File: config.mk
export PLATFORM = sky130hd
export DESIGN_NAME = mem_responder
export DESIGN_NICKNAME = d
export VERILOG_FILES = /design/src/rtl/mem_responder_pkg.sv /design/src/rtl/mem_responder.sv
export SDC_FILE = /design/constraint.sdc
export NUM_CORES = 1
export LEC_CHECK = 0
export BUFFER_PORTS_ARGS = -buffer_cell sky130_fd_sc_hd__buf_4
export CAP_MARGIN = 20
export CORE_MARGIN = 8
export CORE_UTILIZATION = 45
export CTS_CLUSTER_DIAMETER = 100
export DETAILED_ROUTE_END_ITERATION = 10
export PLACE_DENSITY = 0.69
export SLEW_MARGIN = 40
export SYNTH_ARGS = -nofsm -noshare
export SYNTH_HDL_FRONTEND = slang
export SYNTH_SLANG_ARGS = --single-unit
File: constraint.sdc
create_clock -name i_clk -period 9.7 [get_ports i_clk]
set_input_delay 0.97 -clock i_clk [delete_from_list [all_inputs] [get_ports i_clk]]
set_output_delay 0.97 -clock i_clk [all_outputs]
set_load 0.05 [all_outputs]
File: src/rtl/mem_responder_pkg.sv
// Shared encodings for the CPU memory request path: size codes and responder states.
package mem_responder_pkg;

    // Request size codes, shared with the CPU control path
    typedef enum logic [1:0] {
        MSZ_NONE = 2'b00,
        MSZ_1    = 2'b01,
        MSZ_4    = 2'b10,
        MSZ_8    = 2'b11
    } msz_e;

    // Responder states
    typedef enum logic [1:0] {
        MR_IDLE  = 2'b00,
        MR_WRITE = 2'b01,
        MR_READ  = 2'b10,
        MR_ACK   = 2'b11
    } mr_state_e;

    // Byte count for a size code (0 for MSZ_NONE)
    function automatic logic [3:0] msz_bytes(input logic [1:0] sz);
        logic [3:0] n;
        case (sz)
            MSZ_1:   n = 4'd1;
            MSZ_4:   n = 4'd4;
            MSZ_8:   n = 4'd8;
            default: n = 4'd0;
        endcase
        return n;
    endfunction

endpackage

File: src/rtl/mem_responder.sv
// Byte-serialising RAM responder: turns one 1/4/8-byte request into byte
// accesses on a synchronous byte RAM and returns little-endian read data.
//
// state    | meaning
// ---------+-----------------------------------------------------------
// MR_IDLE  | waiting for a request; req sampled only here
// MR_WRITE | one RAM write per cycle, byte idx of latched write data
// MR_READ  | addresses issued for idx < N, byte idx-1 captured from ram_q
// MR_ACK   | one-cycle completion pulse, then back to idle
module mem_responder
    import mem_responder_pkg::*;
#(
    parameter int AW = 16,
    parameter int DW = 64
) (
    input  logic          i_clk,
    input  logic          i_rst_n,
    input  logic          i_req,
    input  logic          i_we,
    input  logic [1:0]    i_size,
    input  logic [AW-1:0] i_addr,
    input  logic [DW-1:0] i_wdata,
    output logic          o_busy,
    output logic          o_ack,
    output logic [DW-1:0] o_rdata,
    output logic [AW-1:0] o_ram_addr,
    output logic          o_ram_we,
    output logic [7:0]    o_ram_d,
    input  logic [7:0]    i_ram_q
);

    localparam int NB = DW / 8;

    mr_state_e     r_state;
    mr_state_e     w_state_nxt;
    logic [AW-1:0] r_base;
    logic [1:0]    r_size;
    logic [3:0]    r_idx;
    logic [DW-1:0] r_wbuf;
    logic [DW-1:0] r_rbuf;

    logic [3:0]    w_n;
    logic [3:0]    w_n_req;
    logic [3:0]    w_rd_idx;
    logic [DW-1:0] w_keep;

    assign w_n     = msz_bytes(r_size);
    assign w_n_req = msz_bytes(i_size);
    // During the final read cycle the address holds on the last byte
    assign w_rd_idx = (r_idx == w_n) ? (r_idx - 4'd1) : r_idx;
    assign o_rdata  = r_rbuf;

    // Byte mask of read bytes a new read keeps; bytes beyond its size are zero-extended
    always_comb begin
        w_keep = '0;
        for (int b = 0; b < NB; b++) begin
            if (b < int'(w_n_req)) begin
                w_keep[b*8 +: 8] = 8'hFF;
            end
        end
    end

    // State register
    always_ff @(posedge i_clk or negedge i_rst_n) begin
        if (!i_rst_n) begin
            r_state <= MR_IDLE;
        end else begin
            r_state <= w_state_nxt;
        end
    end

    // Next-state and RAM port drive; outputs are decoded from state so reset drops them at once
    always_comb begin
        w_state_nxt = r_state;
        o_busy      = (r_state != MR_IDLE);
        o_ack       = 1'b0;
        o_ram_we    = 1'b0;
        o_ram_addr  = '0;
        o_ram_d     = '0;
        case (r_state)
            MR_IDLE: begin
                if (i_req) begin
                    if (i_size == MSZ_NONE) begin
                        w_state_nxt = MR_ACK;
                    end else if (i_we) begin
                        w_state_nxt = MR_WRITE;
                    end else begin
                        w_state_nxt = MR_READ;
                    end
                end
            end
            MR_WRITE: begin
                o_ram_we   = 1'b1;
                o_ram_addr = r_base + AW'(r_idx);
                o_ram_d    = r_wbuf[r_idx*8 +: 8];
                if (r_idx == w_n - 4'd1) begin
                    w_state_nxt = MR_ACK;
                end
            end
            MR_READ: begin
                o_ram_addr = r_base + AW'(w_rd_idx);
                if (r_idx == w_n) begin
                    w_state_nxt = MR_ACK;
                end
            end
            MR_ACK: begin
                o_ack       = 1'b1;
                w_state_nxt = MR_IDLE;
            end
            default: w_state_nxt = MR_IDLE;
        endcase
    end

    // Request latch, byte index and read-data assembly
    always_ff @(posedge i_clk or negedge i_rst_n) begin
        if (!i_rst_n) begin
            r_base <= '0;
            r_size <= '0;
            r_idx  <= '0;
            r_wbuf <= '0;
            r_rbuf <= '0;
        end else begin
            case (r_state)
                MR_IDLE: begin
                    if (i_req) begin
                        r_base <= i_addr;
                        r_size <= i_size;
                        r_wbuf <= i_wdata;
                        r_idx  <= '0;
                        if (!i_we && (i_size != MSZ_NONE)) begin
                            r_rbuf <= r_rbuf & w_keep;
                        end
                    end
                end
                MR_WRITE: begin
                    r_idx <= r_idx + 4'd1;
                end
                MR_READ: begin
                    if (r_idx != 4'd0) begin
                        r_rbuf[(int'(r_idx) - 1)*8 +: 8] <= i_ram_q;
                    end
                    r_idx <= r_idx + 4'd1;
                end
                default: begin
                end
            endcase
        end
    end

endmodule

==> results.yml <==
critical_path:
  crit_fanout: 39
  r2r_cells: 12
  worstPathRequired_ns: 8.73
  arrival_ns: 4.19
  critPathKind: "reg2out"
  worstReg2RegEnd: "o_rdata[1]"
  slowest_delay_ns: 0.70
  cp-end-kind: "output port"
  startpoint_type: "register"
  rrSetupSlack_ns: 4.94
  path_cells: "xor2_1 -> nor4_1 -> nand2_1 -> o21ai_0 -> ha_1 -> a21o_1 -> a21o_1 -> a21oi_1 -> o21ai_0 -> a21oi_1 -> buf_4"
  critical_path.reg2reg.startpoint: "r_idx[2]"
  slowest_stage: "dfrtp_4"
timing:
  fin_crit_sh_pct: 53.2
  min_period_ns: 5.16
  finalSetupViolations: 0
  slew_headroom_pct: 50.3
  fin_setup_tns_ns: 0
  rsz0062_at_grt: "false"
  tightestPinTransition_ns: 0.745
  fmax_mhz: 194
  holdWs_ns: 0.488
  hold_violations: 0
  fin_skew_ns: 0.0118
  slew_viol_final: 0
grt:
  grtUsageTotal_pct: 19.2
  grt_overflow_total: 0
  grt_pass1_vias: 6119
  grt_max_degree: 83
  antenna_found_initial: 0
  grt_pass1_wl_um: 32600
power_and_ir_drop:
  ir_drop_uv: 184
  p_leak_uw: 0.00454
  cellPowerDensity_nw_per_um2: 340
outcome:
  status: "complete, no violations"
clock_network:
  clock_latency_ns: 0.42
  cts_sinks: 152
  clockBufferDepth: 2
  cts-root-buf: "clkbuf_16"
  postCtsSetupBuffers: 0
  cts_tree: "yes"
  clkTransAtPathRegs_ns: 0.06
  ctsResizeCount: 0
  htreeDepth: 4
  cts_buffers: 17
  cts_hold_buf: 0
yosys:
  yosysUniqueCellTypes: 53
  synth_seq_cells: 152
  synth.area.top_cells: "dfrtp_1 (50%), mux2_2 (12%), mux4_2 (4.8%), ha_1 (4.1%), o2bb2ai_1 (3.7%)"
  synthMostInstantiatedCell: "dfrtp_1"
  synth_top_area_share_pct: 50.4
  yosys-top-cells-count: "dfrtp_1 (152), mux2_2 (82), nand2_1 (53), o2bb2ai_1 (32), inv_1 (30)"
  synth_ff_type: "dfrtp_1"
  synth.avg_cell_area_sq_um: 12.0
  synth_top_area_cell: "dfrtp_1"
  synth-edff-count: 0
  synthCells: 626
  synthesis.nets: 746
  synth_seq_area_share_pct: 50.4
  syn_area_sq_um: 7540
  postSynth.asyncResetShare_pct: 100
  yosysWarnings: 0
layout:
  final_util_pct: 58.7
  syn_to_final_growth_pct: 28.2
  multi_input_area_sq_um: 3510
  fin_nets: 920
  antenna-diode-count: 0
  final_cell_count_no_fill: 1030
  final.fill_count: 1353
  regArea_sq_um: 3810
  drive_gt1_share_pct: 40.1
route:
  first_pass_iters: 6
  routedWlPerCell_um: 19.6
  num_vias: 5632
  drt_iter0_markers: 286
  drt_wl_total_um: 20200
  antenna_left: 0
  vias_per_cell: 5.47
  drc: 0
die:
  die_x_um: 145
  io_pins: 185
  fp-row-count: 47
  core_sq_um: 16500
  fp.dieArea_sq_um: 21200
  initial_core_util_pct: 45.8
  die_h_um: 145
placement:
  portBuffers: 184
  gp_congestion: 0.834
  hpwlAfterDp_um: 15000
  placed_cells: 1001
worst_hold_path:
  hp-start: "o_rdata[56]"
  hold_path.class: "reg2reg"
  holdPathEnd: "o_rdata[56]"
  hold_depth: 1
job:
  max_cap_viol_count: 0
-- area by class of cell --
cell class                      count  share of cell area, %
Clock buffer                       23                   5.05
Clock inverter                      6                  0.699
Inverter                           31                   1.20
Multi-Input combinational cell    413                   36.3
Sequential cell                   152                   39.4
Tap cell                          220                   2.85
Timing Repair Buffer              185                   14.4
-- sequential cells by signal, summed over array words and instances (netlist names) --
register,flops
r_state,2
o_rdata,64
r_size,2
r_base,16
r_idx,4
r_wbuf,64
-- power by group --
group          switching (uW)  leakage [uW]  internal [uW]
Clock                     246      0.000268            377
Sequential                192       0.00194            843
Combinational             983       0.00234            647
-- how the worst max path moves through the flow --
stage,startpoint,endpoint,slack (ns),cells after the start
2_1_floorplan,r_idx[0],o_ram_addr[6],4.45,15
3_3_place_gp,r_idx[1],o_ram_addr[8],4.94,11
3_5_place_dp,r_idx[2],o_rdata[0],4.99,12
4_1_cts,r_idx[0],o_ram_addr[6],4.53,12
5_1_grt,r_idx[0],o_ram_addr[11],4.06,11
6_report,r_idx[0],o_ram_addr[9],4.54,11
-- placed cells by master (no fill, tap or decap), types with 4 or more instances in the layout --
| cell | netlist | routed |
|---|---|---|
| a21o_1 | 4 | 4 |
| a21oi_1 | 23 | 23 |
| a22o_1 | 10 | 10 |
| and2_1 | 5 | 5 |
| buf_4 | 0 | 183 |
| clkbuf_16 | 0 | 17 |
| clkbuf_8 | 0 | 4 |
| dfrtp_1 | 152 | 150 |
| ha_1 | 25 | 25 |
| inv_1 | 30 | 30 |
| mux2_2 | 82 | 82 |
| mux2_4 | 8 | 8 |
| mux2i_1 | 10 | 10 |
| mux4_2 | 16 | 16 |
| nand2_1 | 53 | 52 |
| nand2b_1 | 5 | 5 |
| nand3_1 | 19 | 19 |
| nand4_1 | 4 | 4 |
| nor2_1 | 13 | 13 |
| nor3_1 | 4 | 4 |
| o2111ai_1 | 8 | 8 |
| o21ai_0 | 25 | 25 |
| o21ai_1 | 5 | 5 |
| o2bb2ai_1 | 32 | 32 |
| or3_1 | 11 | 11 |
| or4_1 | 4 | 4 |
| xnor2_1 | 6 | 6 |
| xor2_1 | 6 | 6 |
-- cells by family (layout without fill, tap and decap cells) --
kind of cell    Yosys count  after routing  synth area share (%)
compound gates          118            118                  10.9
xor+xnor                 12             12                  1.39
fa+ha+maj                26             26                  4.41
buf+inv                  61            245                  3.19
flops                   152            152                  50.4
mux                     116            116                  19.9
simple gates            141            141                  9.74
-- through the flow --
step	worst slack (ns)	instance area, sq um	power [uW]
4_1_cts	4.53	9670	3310
3_5_place_dp	4.99	9110	2670
2_1_floorplan	4.45	7540	2210
3_3_place_gp	4.94	9090	2610
6_report	4.54	9670	3290
5_1_grt	4.06	9670	3500
-- layer usage --
metal	global-route usage (%)	wire length, um	vias up
met5	0	0	-
met4	7.55	403	0
met3	4.45	971	24
met2	33.0	10400	145
met1	22.8	8480	2829
li1	-	-	2634
-- critical path: cells and delay by family (launching register included) --
family	cells	cell delay (ns)
AO/OA/AOI/OAI	6	1.63
AND/OR/NAND/NOR	2	0.68
buffers and inverters	1	0.22
XOR/XNOR	1	0.25
adder cells (fa/ha/maj)	1	0.29
flip-flops	1	0.70
(Power assumes the default switching activity.)
